==> config.mk <==
export PLATFORM = sky130hd
export DESIGN_NAME = video_pattern_gen
export DESIGN_NICKNAME = d
export VERILOG_FILES = /design/src/rtl/video_pkg.sv /design/src/rtl/video_timing_cnt.sv /design/src/rtl/video_pattern_gen.sv
export SDC_FILE = /design/constraint.sdc
export NUM_CORES = 1
export LEC_CHECK = 0
export BUFFER_PORTS_ARGS = -buffer_cell sky130_fd_sc_hd__buf_4
export CAP_MARGIN = 25
export CORE_ASPECT_RATIO = 1.25
export CORE_UTILIZATION = 37
export CTS_BUF_LIST = sky130_fd_sc_hd__clkbuf_8
export DETAILED_ROUTE_END_ITERATION = 6
export PLACE_DENSITY = 0.59
export SETUP_SLACK_MARGIN = 0.1
export SLEW_MARGIN = 5
export SYNTH_ARGS = -nofsm -noshare
export SYNTH_HDL_FRONTEND = slang
export SYNTH_SLANG_ARGS = --single-unit
==> constraint.sdc <==
create_clock -name clk -period 10.8 [get_ports clk]
set_clock_uncertainty 0.15 [all_clocks]
set_input_delay 1.08 -clock clk [delete_from_list [all_inputs] [get_ports clk]]
set_output_delay 1.08 -clock clk [all_outputs]
set_load 0.01 [all_outputs]
==> src/rtl/video_pkg.sv <==
// Shared encodings for the synthetic video source: pattern selects,
// minimum hsync width and the layout of the packed timing config vector.
package video_pkg;

  typedef enum logic [1:0] {
    PAT_HRAMP = 2'd0,
    PAT_VRAMP = 2'd1,
    PAT_CHECK = 2'd2,
    PAT_CONST = 2'd3
  } pat_e;

  // downstream hs qualifier needs at least this many clks
  localparam int HS_MIN = 5;

  localparam int NCFG    = 8;
  localparam int CFG_HA  = 0;
  localparam int CFG_HFP = 1;
  localparam int CFG_HS  = 2;
  localparam int CFG_HBP = 3;
  localparam int CFG_VA  = 4;
  localparam int CFG_VFP = 5;
  localparam int CFG_VS  = 6;
  localparam int CFG_VBP = 7;

endpackage

==> src/rtl/video_timing_cnt.sv <==
// Raster h/v counters with region decode and wrap/frame-end detection.
// Ports: clk, rst (async high), run, 8 timing fields (shadowed by the
// caller); h_o/v_o counters, active/sync region flags, frame_end_o.
module video_timing_cnt
  import video_pkg::*;
#(
  parameter int CNT_WIDTH = 12
) (
  input  logic                 clk,
  input  logic                 rst,
  input  logic                 run,
  input  logic [CNT_WIDTH-1:0] h_active,
  input  logic [CNT_WIDTH-1:0] h_fp,
  input  logic [CNT_WIDTH-1:0] h_sync,
  input  logic [CNT_WIDTH-1:0] h_bp,
  input  logic [CNT_WIDTH-1:0] v_active,
  input  logic [CNT_WIDTH-1:0] v_fp,
  input  logic [CNT_WIDTH-1:0] v_sync,
  input  logic [CNT_WIDTH-1:0] v_bp,
  output logic [CNT_WIDTH-1:0] h_o,
  output logic [CNT_WIDTH-1:0] v_o,
  output logic                 h_act_o,
  output logic                 hs_reg_o,
  output logic                 v_act_o,
  output logic                 vs_reg_o,
  output logic                 frame_end_o
);

  localparam logic [CNT_WIDTH-1:0] ONE = CNT_WIDTH'(1);

  logic [CNT_WIDTH-1:0] h_q, h_d, v_q, v_d;
  logic [CNT_WIDTH-1:0] hs_start, hs_end, h_last;
  logic [CNT_WIDTH-1:0] vs_start, vs_end, v_last;
  logic                 line_end;

  always_comb begin
    hs_start = h_active + h_fp;
    hs_end   = hs_start + h_sync;
    h_last   = hs_end + h_bp - ONE;
    vs_start = v_active + v_fp;
    vs_end   = vs_start + v_sync;
    v_last   = vs_end + v_bp - ONE;
  end

  assign line_end    = (h_q == h_last);
  assign frame_end_o = line_end && (v_q == v_last);
  assign h_act_o     = (h_q < h_active);
  assign hs_reg_o    = (h_q >= hs_start) && (h_q < hs_end);
  assign v_act_o     = (v_q < v_active);
  assign vs_reg_o    = (v_q >= vs_start) && (v_q < vs_end);
  assign h_o         = h_q;
  assign v_o         = v_q;

  // while stopped the counters sit at 0 so a start begins at h=0,v=0
  always_comb begin
    h_d = '0;
    v_d = '0;
    if (run) begin
      if (line_end) begin
        h_d = '0;
        v_d = frame_end_o ? '0 : v_q + ONE;
      end else begin
        h_d = h_q + ONE;
        v_d = v_q;
      end
    end
  end

  always_ff @(posedge clk or posedge rst) begin
    if (rst) begin
      h_q <= '0;
      v_q <= '0;
    end else begin
      h_q <= h_d;
      v_q <= v_d;
    end
  end

endmodule

==> src/rtl/video_pattern_gen.sv <==
// Programmable raster timing + synthetic pixel pattern source (do/de/hs/vs).
// Ports: clk, rst (async high), en, h/v timing fields, pattern_sel,
// pattern_const; do_o, de_o, hs_o, vs_o, busy_o, cfg_err_o, and
// frame_cnt_o only when VIDEO_PATTERN_GEN_FRAME_CNT_EN is defined
// (that macro also makes the ramps move by the frame count).
module video_pattern_gen
  import video_pkg::*;
#(
  parameter int DATA_WIDTH = 8,
  parameter int CNT_WIDTH  = 12
) (
  input  logic                  clk,
  input  logic                  rst,
  input  logic                  en,
  input  logic [CNT_WIDTH-1:0]  h_active,
  input  logic [CNT_WIDTH-1:0]  h_fp,
  input  logic [CNT_WIDTH-1:0]  h_sync,
  input  logic [CNT_WIDTH-1:0]  h_bp,
  input  logic [CNT_WIDTH-1:0]  v_active,
  input  logic [CNT_WIDTH-1:0]  v_fp,
  input  logic [CNT_WIDTH-1:0]  v_sync,
  input  logic [CNT_WIDTH-1:0]  v_bp,
  input  logic [1:0]            pattern_sel,
  input  logic [DATA_WIDTH-1:0] pattern_const,
  output logic [DATA_WIDTH-1:0] do_o,
  output logic                  de_o,
  output logic                  hs_o,
  output logic                  vs_o,
  output logic                  busy_o,
`ifdef VIDEO_PATTERN_GEN_FRAME_CNT_EN
  output logic [15:0]           frame_cnt_o,
`endif
  output logic                  cfg_err_o
);

  localparam int SW = CNT_WIDTH + 2;
  typedef logic [CNT_WIDTH-1:0] cnt_t;

  logic [NCFG-1:0][CNT_WIDTH-1:0] cfg_in, cfg_d, cfg_q;
  logic [1:0]            sel_d, sel_q;
  logic [DATA_WIDTH-1:0] const_d, const_q;
  logic                  shv_d, shv_q;
  logic                  run_d, run_q;
  logic                  err_d, err_q;
  logic                  de_d, de_q, hs_d, hs_q, vs_d, vs_q;
  logic [DATA_WIDTH-1:0] do_d, do_q, pix, ramp_off;
  logic [SW-1:0]         h_sum, v_sum;
  logic                  cfg_ok, try_start, load, frame_end;
  logic                  frame_start;
  cnt_t                  h, v;
  logic                  h_act, hs_reg, v_act, vs_reg, tc_end;

  assign cfg_in = {v_bp, v_sync, v_fp, v_active,
                   h_bp, h_sync, h_fp, h_active};

  video_timing_cnt #(.CNT_WIDTH(CNT_WIDTH)) u_cnt (
    .clk         (clk),
    .rst         (rst),
    .run         (run_q),
    .h_active    (cfg_q[CFG_HA]),
    .h_fp        (cfg_q[CFG_HFP]),
    .h_sync      (cfg_q[CFG_HS]),
    .h_bp        (cfg_q[CFG_HBP]),
    .v_active    (cfg_q[CFG_VA]),
    .v_fp        (cfg_q[CFG_VFP]),
    .v_sync      (cfg_q[CFG_VS]),
    .v_bp        (cfg_q[CFG_VBP]),
    .h_o         (h),
    .v_o         (v),
    .h_act_o     (h_act),
    .hs_reg_o    (hs_reg),
    .v_act_o     (v_act),
    .vs_reg_o    (vs_reg),
    .frame_end_o (tc_end)
  );

  // totals are summed two bits wider so overflow shows in the top bits
  always_comb begin
    cfg_ok = 1'b1;
    for (int i = 0; i < NCFG; i++)
      if (cfg_in[i] == '0) cfg_ok = 1'b0;
    if (cfg_in[CFG_HS] < cnt_t'(HS_MIN)) cfg_ok = 1'b0;
    h_sum = SW'(cfg_in[CFG_HA]) + SW'(cfg_in[CFG_HFP])
          + SW'(cfg_in[CFG_HS]) + SW'(cfg_in[CFG_HBP]);
    v_sum = SW'(cfg_in[CFG_VA]) + SW'(cfg_in[CFG_VFP])
          + SW'(cfg_in[CFG_VS]) + SW'(cfg_in[CFG_VBP]);
    if (h_sum[SW-1:CNT_WIDTH] != '0) cfg_ok = 1'b0;
    if (v_sum[SW-1:CNT_WIDTH] != '0) cfg_ok = 1'b0;
  end

  // en and config only matter when stopped or on the last pixel
  always_comb begin
    frame_end = run_q && tc_end;
    try_start = en && (!run_q || frame_end);
    load      = try_start && cfg_ok;
    err_d     = try_start && !cfg_ok;
    cfg_d     = load ? cfg_in : cfg_q;
    sel_d     = load ? pattern_sel : sel_q;
    const_d   = load ? pattern_const : const_q;
    shv_d     = shv_q || load;
    if (run_q) run_d = frame_end ? en : 1'b1;
    else       run_d = try_start && (cfg_ok || shv_q);
    frame_start = run_d && (!run_q || frame_end);
  end

`ifdef VIDEO_PATTERN_GEN_FRAME_CNT_EN
  logic [15:0] frame_cnt_d, frame_cnt_q;
  always_comb begin
    frame_cnt_d = frame_start ? frame_cnt_q + 16'd1 : frame_cnt_q;
    ramp_off    = DATA_WIDTH'(frame_cnt_q);
  end
  assign frame_cnt_o = frame_cnt_q;
`else
  logic unused_fs;
  assign unused_fs = frame_start;
  assign ramp_off  = '0;
`endif

  always_comb begin
    pix = '0;
    unique case (pat_e'(sel_q))
      PAT_HRAMP: pix = DATA_WIDTH'(h) + ramp_off;
      PAT_VRAMP: pix = DATA_WIDTH'(v) + ramp_off;
      PAT_CHECK: pix = (h[3] ^ v[3]) ? '1 : '0;
      PAT_CONST: pix = const_q;
      default:   pix = '0;
    endcase
    de_d = run_q && h_act && v_act;
    hs_d = run_q && hs_reg;
    vs_d = run_q && vs_reg;
    do_d = de_d ? pix : '0;
  end

  always_ff @(posedge clk or posedge rst) begin
    if (rst) begin
      cfg_q   <= '0;
      sel_q   <= '0;
      const_q <= '0;
      shv_q   <= 1'b0;
      run_q   <= 1'b0;
      err_q   <= 1'b0;
      de_q    <= 1'b0;
      hs_q    <= 1'b0;
      vs_q    <= 1'b0;
      do_q    <= '0;
`ifdef VIDEO_PATTERN_GEN_FRAME_CNT_EN
      frame_cnt_q <= '0;
`endif
    end else begin
      cfg_q   <= cfg_d;
      sel_q   <= sel_d;
      const_q <= const_d;
      shv_q   <= shv_d;
      run_q   <= run_d;
      err_q   <= err_d;
      de_q    <= de_d;
      hs_q    <= hs_d;
      vs_q    <= vs_d;
      do_q    <= do_d;
`ifdef VIDEO_PATTERN_GEN_FRAME_CNT_EN
      frame_cnt_q <= frame_cnt_d;
`endif
    end
  end

  assign do_o      = do_q;
  assign de_o      = de_q;
  assign hs_o      = hs_q;
  assign vs_o      = vs_q;
  assign busy_o    = run_q;
  assign cfg_err_o = err_q;

endmodule

### After elaboration in Yosys (flattened, before gate mapping)

Cells that the tools add are included.

* add/sub/neg operators: 16
* $lt $le $gt $ge: 7
* equality and inequality tests: 6
* multiplexer cells: 21
* bitwise gates (word level): 1
* reduce and logical (&&, ||, !) cells: 28

Operators by type and width (number)
* 12-bit zero test: 8
* 12-bit adder: 6
* 12-bit 2-to-1 mux: 5
* 12-bit < comparator: 4
* 8-bit case mux with 4 select lines: 1
* 13-bit by 12-bit adder with 14-bit output: 2
* 14-bit by 12-bit adder with 14-bit output: 2
* 12-bit by 12-bit adder with 13-bit output: 2
* 12-bit by 1-bit adder with 12-bit output (second input constant): 2
* 12-bit == test: 2
* 12-bit greater-or-equal comparator: 2
* 12-bit by 1-bit subtractor with 12-bit output (second input constant): 2
* 8-bit 2-to-1 mux: 2
* 1-bit 2-to-1 mux: 13
* 1-bit logical AND: 12
* 12-bit by 3-bit < comparator with 1-bit output (second input constant): 1
* 2-bit == test (second input constant): 2
* 2-bit nonzero test: 2
* 1-bit logical OR: 3
* 2-bit by 1-bit == test with 1-bit output (second input constant): 1
* 1-bit zero test: 2
* 2-bit zero test: 1
* 2-bit by 1-bit != test with 1-bit output (second input constant): 1
* 1-bit bitwise XOR: 1

* register bits after elaboration: 144
* input bits: 109
* output and inout bits: 13
* logic and storage cells: 98

### Longest topological paths before layout

Gate-level depths: netlist of run 1.

* depth in word-level cells: 15
* depth in mapped cells: 31

### Hierarchy

Synthesis of run 1 repeated with hierarchy kept, for this count alone.

* cells, all modules: 1350
* area total of the unflattened synthesis: 13070.0 µm²

By module, submodules not included
* video_pattern_gen: instances 1, cells each 555, area each 6708.9 µm², seq. area each 3002.9 µm²
* video_timing_cnt: instances 1, cells each 795, area each 6361.1 µm², seq. area each 600.6 µm²

### Least setup slack after synthesis of run 1

OpenSTA, ideal clock, no wires.

* path kind: reg2reg
* from: register cfg_q[0] in the netlist's numbering
* to: register cfg_q[72] in the netlist's numbering
* arrival: 5867 ps
* data required time: 10523 ps
* setup slack: 4656 ps
* stages on the path, launching flop included: 28
* path buffers: 2
* period minus slack after synthesis: 6144 ps
* path through: dfrtp_1 > ha_1 > inv_1 > fa_1 > nor2b_1 > o21ai_0 > nand2b_1 > a21o_1 > a21o_1 > a21o_1 > a21o_1 > xor2_1 > ha_1 > a21o_1 > or4_1 > o211ai_1 > o21ai_0 > xor2_1 > ha_1 > or4_1 > o311ai_0 > a211oi_1 > and4b_1 > o22ai_1 > a211oi_4 > buf_4 > buf_6 > mux2_1

* longest elaborated chain between the ends: 10

Ends and longest elaborated chain
* from (decl): RTL line video_pattern_gen.sv:39 `logic [NCFG-1:0][CNT_WIDTH-1:0] cfg_in, cfg_d, cfg_q;`
* from (signal assigned): RTL line video_pattern_gen.sv:150 `cfg_q <= cfg_d;`
* 12-bit adder: RTL line video_timing_cnt.sv:37 `hs_start = h_active + h_fp;`
* 12-bit adder: RTL line video_timing_cnt.sv:38 `hs_end = hs_start + h_sync;`
* 12-bit adder: RTL line video_timing_cnt.sv:39 `h_last = hs_end + h_bp - ONE;`
* 12-bit by 1-bit subtractor with 12-bit output: RTL line video_timing_cnt.sv:39
* 12-bit == test: RTL line video_timing_cnt.sv:45 `assign line_end = (h_q == h_last);`
* 1-bit logical AND: RTL line video_timing_cnt.sv:46 `assign frame_end_o = line_end && (v_q == v_last);`
* 1-bit logical AND: RTL line video_pattern_gen.sv:93 `frame_end = run_q && tc_end;`
* 1-bit logical OR
* 1-bit logical AND: RTL line video_pattern_gen.sv:94 `try_start = en && (!run_q || frame_end);`
* 1-bit logical AND: RTL line video_pattern_gen.sv:95 `load = try_start && cfg_ok;`

Every way passes these cells.
A chain may end at the register's enable or synchronous reset.

### Final worst setup path of run 1

* from: register cfg_q[0] in the netlist's numbering
* to: register cfg_q[36] in the netlist's numbering

Same word-level chain as after synthesis.

==> impl_metrics.tcl, run 1 <==
set metrics [dict create \
    finalNonFillerCells 1798 \
    final_hold_viol_count 0 \
    postCtsHoldBufs 0 \
    relSlewSlack_pct 32.6 \
    cts_inserted_buffers 17 \
    areaGrowthSynthToFinish_pct 13.5 \
    worstHoldPathCells 1 \
    cells_after_synth 1242 \
    timing.final.crit_share_pct 67.7 \
    drive_gt1_share_pct 18.3 \
    timing.final.setup_violations 0 \
    cts.repair_timing.setup_buffer_count 0 \
    clkSinkCount 144 \
    clk_root_buffer_cell "clkbuf_8" \
    pins_over_slew_limit 0 \
    hold_path_class "flip-flop to flip-flop" \
    postRouteWirelength_microns 33500 \
    cts-root-to-sink-buffers 2 \
    synth_fp_nets 1577 \
    critical_path_depth 27 \
    timing.reg2reg.setup_slack_ns 3.49 \
    cp_common_cell "a21o_1" \
    drt_pass1_iterations 5 \
    final_design_area_no_fill_sq_um 14300 \
    io_pins 122 \
    grt_first_pass_wirelength_microns 54300 \
    drt-wirelength-per-cell_microns 18.6 \
    worst_skew_pair.late_latency_ns 0.49 \
    synth_cell_type_count 69 \
    ys_seq_elements 144 \
    endpoint_class_of_the_critical_path "flip-flop" \
    dpl_cell_area_sq_um 14000 \
    synthesis.area_sq_um 12600 \
    crit_family "compound AO/OA/AOI/OAI gates" \
    std_cell_rows 75 \
    worstPathBufferInverterCount 2 \
    cts_tree "built" \
    edff_count_synth 0 \
    synth_async_sr_flop_share_pct 100 \
    cp_data_arrival_time_ns 7.54 \
    drc 0 \
    max_cap_viols 0 \
    cp_max_fo 77 \
    rsz0062_at_grt "no" \
    r2r_start "cfg_q[0]$_DFFE_PP0P_" \
    first_iter_violations 480 \
    synth_sequential_area_ratio_pct 28.6 \
    vias 9620 \
    timing.final.crit_period_ns 7.31 \
    top_reg_cell_synth "dfrtp_1" \
    place.gp.congestion 0.824 \
    overflow 0 \
    chipHeight_microns 208 \
    synth_area_per_cell_sq_um 10.2 \
    cts.reportedPaths.clkPinSlew_ns 0.09 \
    outcome "finished, final reports clean" \
    antenna_violating_nets_post_route 0 \
    grt_start_max_net_pins 90 \
    worst_path_max_delay_cell "buf_4" \
    fp.dieArea_sq_um 34900 \
    yosysWarnings 0 \
    hp-start "shv_q$_DFF_PP0_" \
    vias_per_cell 5.35 \
    fmax_mhz 137 \
    start_util_pct 37.6 \
    dp.final_hpwl_microns 27000 \
    grt_util_all_layers_pct 20.2 \
    cp.required_ns 11.03 \
    timing.critical_path.to "cfg_q[36]$_DFFE_PP0P_" \
    crit_path_max_cell_delay_ns 0.78 \
    number_of_levels_the_h_tree_was_split_into 4 \
    setup.worst_path.start_class "flip-flop" \
    die_width_microns 167 \
    ctsResizeCount 0 \
    final_net_count 1697 \
    place.detailed.instances 1766 \
    worstRegToRegCells 27 \
    placeableCoreArea_sq_um 33600 \
    final.fill_count 3271 \
    crit-reg2reg-capture "cfg_q[36]$_DFFE_PP0P_" \
    first_global_vias 10089 \
    worst_slew_pin_tran_ns 1.01 \
    io_buffers 121 \
    fin_setup_tns_ns 0 \
    startpoint "cfg_q[0]$_DFFE_PP0P_" \
    antenna-diode-count 0 \
    antenna_found_initial 0 \
    critical_setup_path_kind "flip-flop to flip-flop" \
]
sequential cells by signal, indices dropped and copies added, names as in the netlist, 2 cells and up:
name	flops
cfg_q	96
u_cnt.h_o	12
u_cnt.v_o	12
const_q	8
do_o	8
sel_q	2
routing by layer:
metal	GRT usage, %	part of all wire [%]	vias to the layer above	routed length [microns]
li1	-	-	4653	-
met1	23.1	40	4701	13500
met2	37.8	53	210	17700
met3	2.72	3.4	56	1150
met4	7.97	3.3	0	1100
met5	0	0	-	0
synth_stat cells, drive strengths merged, types with 3 or more instances:
library cell  number  area share, %
nor3b              3           0.18
buf               14           0.70
mux2             107            9.5
or2                7           0.35
nand4              8           0.40
a21oi             52            2.1
o211ai            14           0.83
and2              10           0.50
nand2b            25            1.2
nor2b             12           0.59
a21o              38            2.3
a311oi             3           0.21
mux4               7            1.2
and3              14           0.69
nand3             38            1.5
ha               174             17
xor2              46            3.2
o221ai             3           0.21
clkbuf            10           0.30
o31a               3           0.21
nor3              14           0.56
a2111oi            3           0.27
o21ai             64            2.5
inv              158            4.7
xnor2             37            2.6
or3                4           0.20
nand2             26           0.77
or4                4           0.24
dfrtp            144             29
and4b              3           0.24
o22ai              3           0.15
nor4              31            1.5
fa                52            8.2
nor2              43            1.3
o31ai              6           0.36
o21bai             6           0.36
o2111ai            7           0.49
o21a               9           0.54
a211oi            12           0.81
layout by cell type (no fill, tap or decap), types with 14 or more instances in the layout:
cell type  instances
ha_1             174
inv_1            158
dfrtp_1          144
buf_4            125
mux2_2            78
o21ai_0           61
a21oi_1           52
fa_1              52
xor2_1            46
nor2_1            43
a21o_1            38
nand3_1           38
xnor2_1           37
nor4_1            31
mux2_1            29
nand2_1           26
nand2b_1          25
clkbuf_8          18
o211ai_1          14
and3_1            14
nor3_1            14
layout make-up:
cell class	instances	area, sq um	area share, %
sequential	144	3600	25.2
clock inverter	14	109	0.760
clock buffer	18	248	1.73
multi-input combinational	916	8300	57.9
tap	423	529	3.69
inverter	158	598	4.18
timing repair buffer	125	938	6.55
how the worst min path moves through the flow:
| stage | to | slack [ns] |
|---|---|---|
| floorplan | shv_q$_DFF_PP0_ | 0.29 |
| global placement | shv_q$_DFF_PP0_ | 0.31 |
| detailed placement | shv_q$_DFF_PP0_ | 0.31 |
| CTS | shv_q$_DFF_PP0_ | 0.33 |
| global route | shv_q$_DFF_PP0_ | 0.35 |
| finish | shv_q$_DFF_PP0_ | 0.33 |
kinds of logic after synthesis:
| logic type | count (synthesis) | synth area share (%) |
|---|---|---|
| compound gates | 241 | 12.6 |
| xor+xnor | 84 | 5.95 |
| fa+ha+maj | 228 | 25.7 |
| buf+inv | 182 | 5.70 |
| flops | 144 | 28.6 |
| mux | 115 | 10.9 |
| simple gates | 248 | 10.7 |
worst register-to-register path: stages, from the launching register on:
cell,delay [ns]
dfrtp_1,0.40
ha_1,0.24
inv_1,0.08
fa_1,0.20
nor2b_1,0.05
o21ai_0,0.13
nand2b_1,0.11
a21o_1,0.20
a21o_1,0.19
a21o_1,0.18
a21o_1,0.19
xor2_1,0.20
ha_1,0.30
a21o_1,0.20
or4_1,0.44
o211ai_1,0.23
o21ai_0,0.22
xor2_1,0.19
ha_1,0.39
xor2_1,0.18
xnor2_1,0.14
nor4_1,0.57
nand3_1,0.18
nor2_1,0.12
o22ai_1,0.17
a211oi_4,0.28
buf_4,0.78
mux2_2,0.51
stage by stage:
step | worst slack [ns] | hold WS [ns] | utilization (%)
floorplan | 4.66 | 0.290 | -
global placement | 3.62 | 0.307 | 41.6
detailed placement | 3.55 | 0.309 | 41.6
CTS | 3.52 | 0.330 | 42.6
global route | 2.98 | 0.354 | 42.6
finish | 3.49 | 0.330 | 42.6
Power of run 1 is not shown: default switching activity piles up to over one toggle a cycle in this logic, so the estimate is an artifact.
==> run 2: changes to the inputs <==
==> constraint.sdc (replaced) <==
create_clock -name clk -period 6.77 [get_ports clk]
set_clock_uncertainty 0.15 [all_clocks]
set_input_delay 0.677 -clock clk [delete_from_list [all_inputs] [get_ports clk]]
set_output_delay 0.677 -clock clk [all_outputs]
set_load 0.01 [all_outputs]
==> impl_metrics.tcl, run 2 (same netlist as run 1, synthesis figures left out) <==
set metrics [dict create \
    outcome "finished, final reports clean" \
    vias_per_cell 5.33 \
    fin_setup_tns_ns 0 \
    worstRegToRegCells 27 \
    antenna-diode-count 0 \
    drt_pass1_iterations 6 \
    cts-root-to-sink-buffers 2 \
    final_net_count 1720 \
    most_frequent_standard_cell_in_the_layout_excluding_fill_and_tap_cells "ha_1" \
    top_register "cfg_q" \
    areaGrowthSynthToFinish_pct 17.7 \
    antenna_violating_nets_post_route 0 \
    postRouteWirelength_microns 34500 \
    worst_path_max_delay_cell "or4_1" \
    pins_over_slew_limit 0 \
    cts_tree "built" \
    cp_data_arrival_time_ns 6.55 \
    hold_path_class "input port to async pin" \
    final.fill_count 3252 \
    place.gp.congestion 0.853 \
    cp.required_ns 6.97 \
    fmax_mhz 158 \
    placeableCoreArea_sq_um 33600 \
    cp_common_cell "a21o_1" \
    number_of_levels_the_h_tree_was_split_into 4 \
    timing.reg2reg.setup_slack_ns 0.43 \
    critical_path_depth 27 \
    first_global_vias 10312 \
    io_pins 122 \
    gr-usage-met1_pct 23.8 \
    grt_util_all_layers_pct 20.6 \
    groute.layer.met3.usage_pct 2.89 \
    chipHeight_microns 208 \
    io_buffers 121 \
    rsz0062_at_grt "no" \
    drt-wirelength-per-cell_microns 18.9 \
    worstPathBufferInverterCount 3 \
    cts_inserted_buffers 17 \
    relSlewSlack_pct 45.7 \
    antenna_found_initial 0 \
    busiest_layer "met2" \
    cp_max_fo 13 \
    start_util_pct 37.6 \
    first_iter_violations 396 \
    max_cap_viols 0 \
    critical_setup_path_kind "flip-flop to flip-flop" \
    endpoint_class_of_the_critical_path "flip-flop" \
    crit_family "compound AO/OA/AOI/OAI gates" \
    drc 0 \
    cts.reportedPaths.clkPinSlew_ns 0.10 \
    setup.worst_path.start_class "flip-flop" \
    grt_start_max_net_pins 85 \
    vias 9699 \
    postCtsHoldBufs 0 \
    fp.dieArea_sq_um 34900 \
    dp.final_hpwl_microns 27400 \
    timing.final.crit_share_pct 93.7 \
    std_cell_rows 75 \
    drive_gt1_share_pct 21.4 \
    worst_slew_pin_tran_ns 0.815 \
    layout_common_cells "ha_1, inv_1, dfrtp_1" \
    fin_util_pct 44.2 \
    overflow 0 \
    final_hold_viol_count 0 \
    timing.final.setup_violations 0 \
    crit_path_max_cell_delay_ns 0.53 \
    grt_first_pass_wirelength_microns 55400 \
    clkSinkCount 144 \
    largest_reg_flops 96 \
    met2_usage_grt_pct 38.4 \
    timing.final.crit_period_ns 6.34 \
    die_width_microns 167 \
    clk_root_buffer_cell "clkbuf_8" \
    worst_skew_pair.late_latency_ns 0.47 \
]
run 2: routing by layer:
metal / vias up / routed length [microns]
li1: 4699 / -
met1: 4776 / 14000
met2: 175 / 18200
met3: 49 / 1150
met4: 0 / 1070
met5: - / 0
run 2: metrics by stage:
step / setup slack [ns] / hold WS (ns) / area (sq um) / instances
final: 0.428 / 0.214 / 14800 / 1820
after global routing: 0.0624 / 0.252 / 14800 / 1820
after CTS: 0.150 / 0.220 / 14500 / 1805
after detailed placement: 0.112 / 0.305 / 14100 / 1774
after global placement: 0.272 / 0.305 / 14100 / 1774
after floorplan: 0.626 / 0.290 / 12600 / 1242
run 2: cell type report:
cell class | instances | area [sq um] | share of cell area, %
clock inverters | 13 | 138 | 0.927
multi-input cells | 916 | 8480 | 57.1
inverters | 158 | 598 | 4.03
flip-flops and latches | 144 | 3600 | 24.3
clock buffers | 18 | 248 | 1.67
repair buffers | 148 | 1260 | 8.47
well taps | 423 | 529 | 3.56
run 2: path summary, 6_finish.rpt:
kind | to | start
max | cfg_q[44]$_DFFE_PP0P_ | cfg_q[0]$_DFFE_PP0P_
min | cfg_q[53]$_DFFE_PP0P_ | rst
max reg2reg | cfg_q[44]$_DFFE_PP0P_ | cfg_q[0]$_DFFE_PP0P_
min reg2reg | shv_q$_DFF_PP0_ | shv_q$_DFF_PP0_
max in group asynchronous | do_o[2]$_DFF_PP0_ | rst
min in group clk | const_q[1]$_DFFE_PP0P_ | pattern_const[1]
run 2: timing repair:
item,in CTS,in global routing
endpoints found under the setup margin,55,117
pin swaps,0,21
setup buffers,0,12
gates cloned,0,3
gates resized for setup,2,41
Power of run 2 is left out for the same reason.
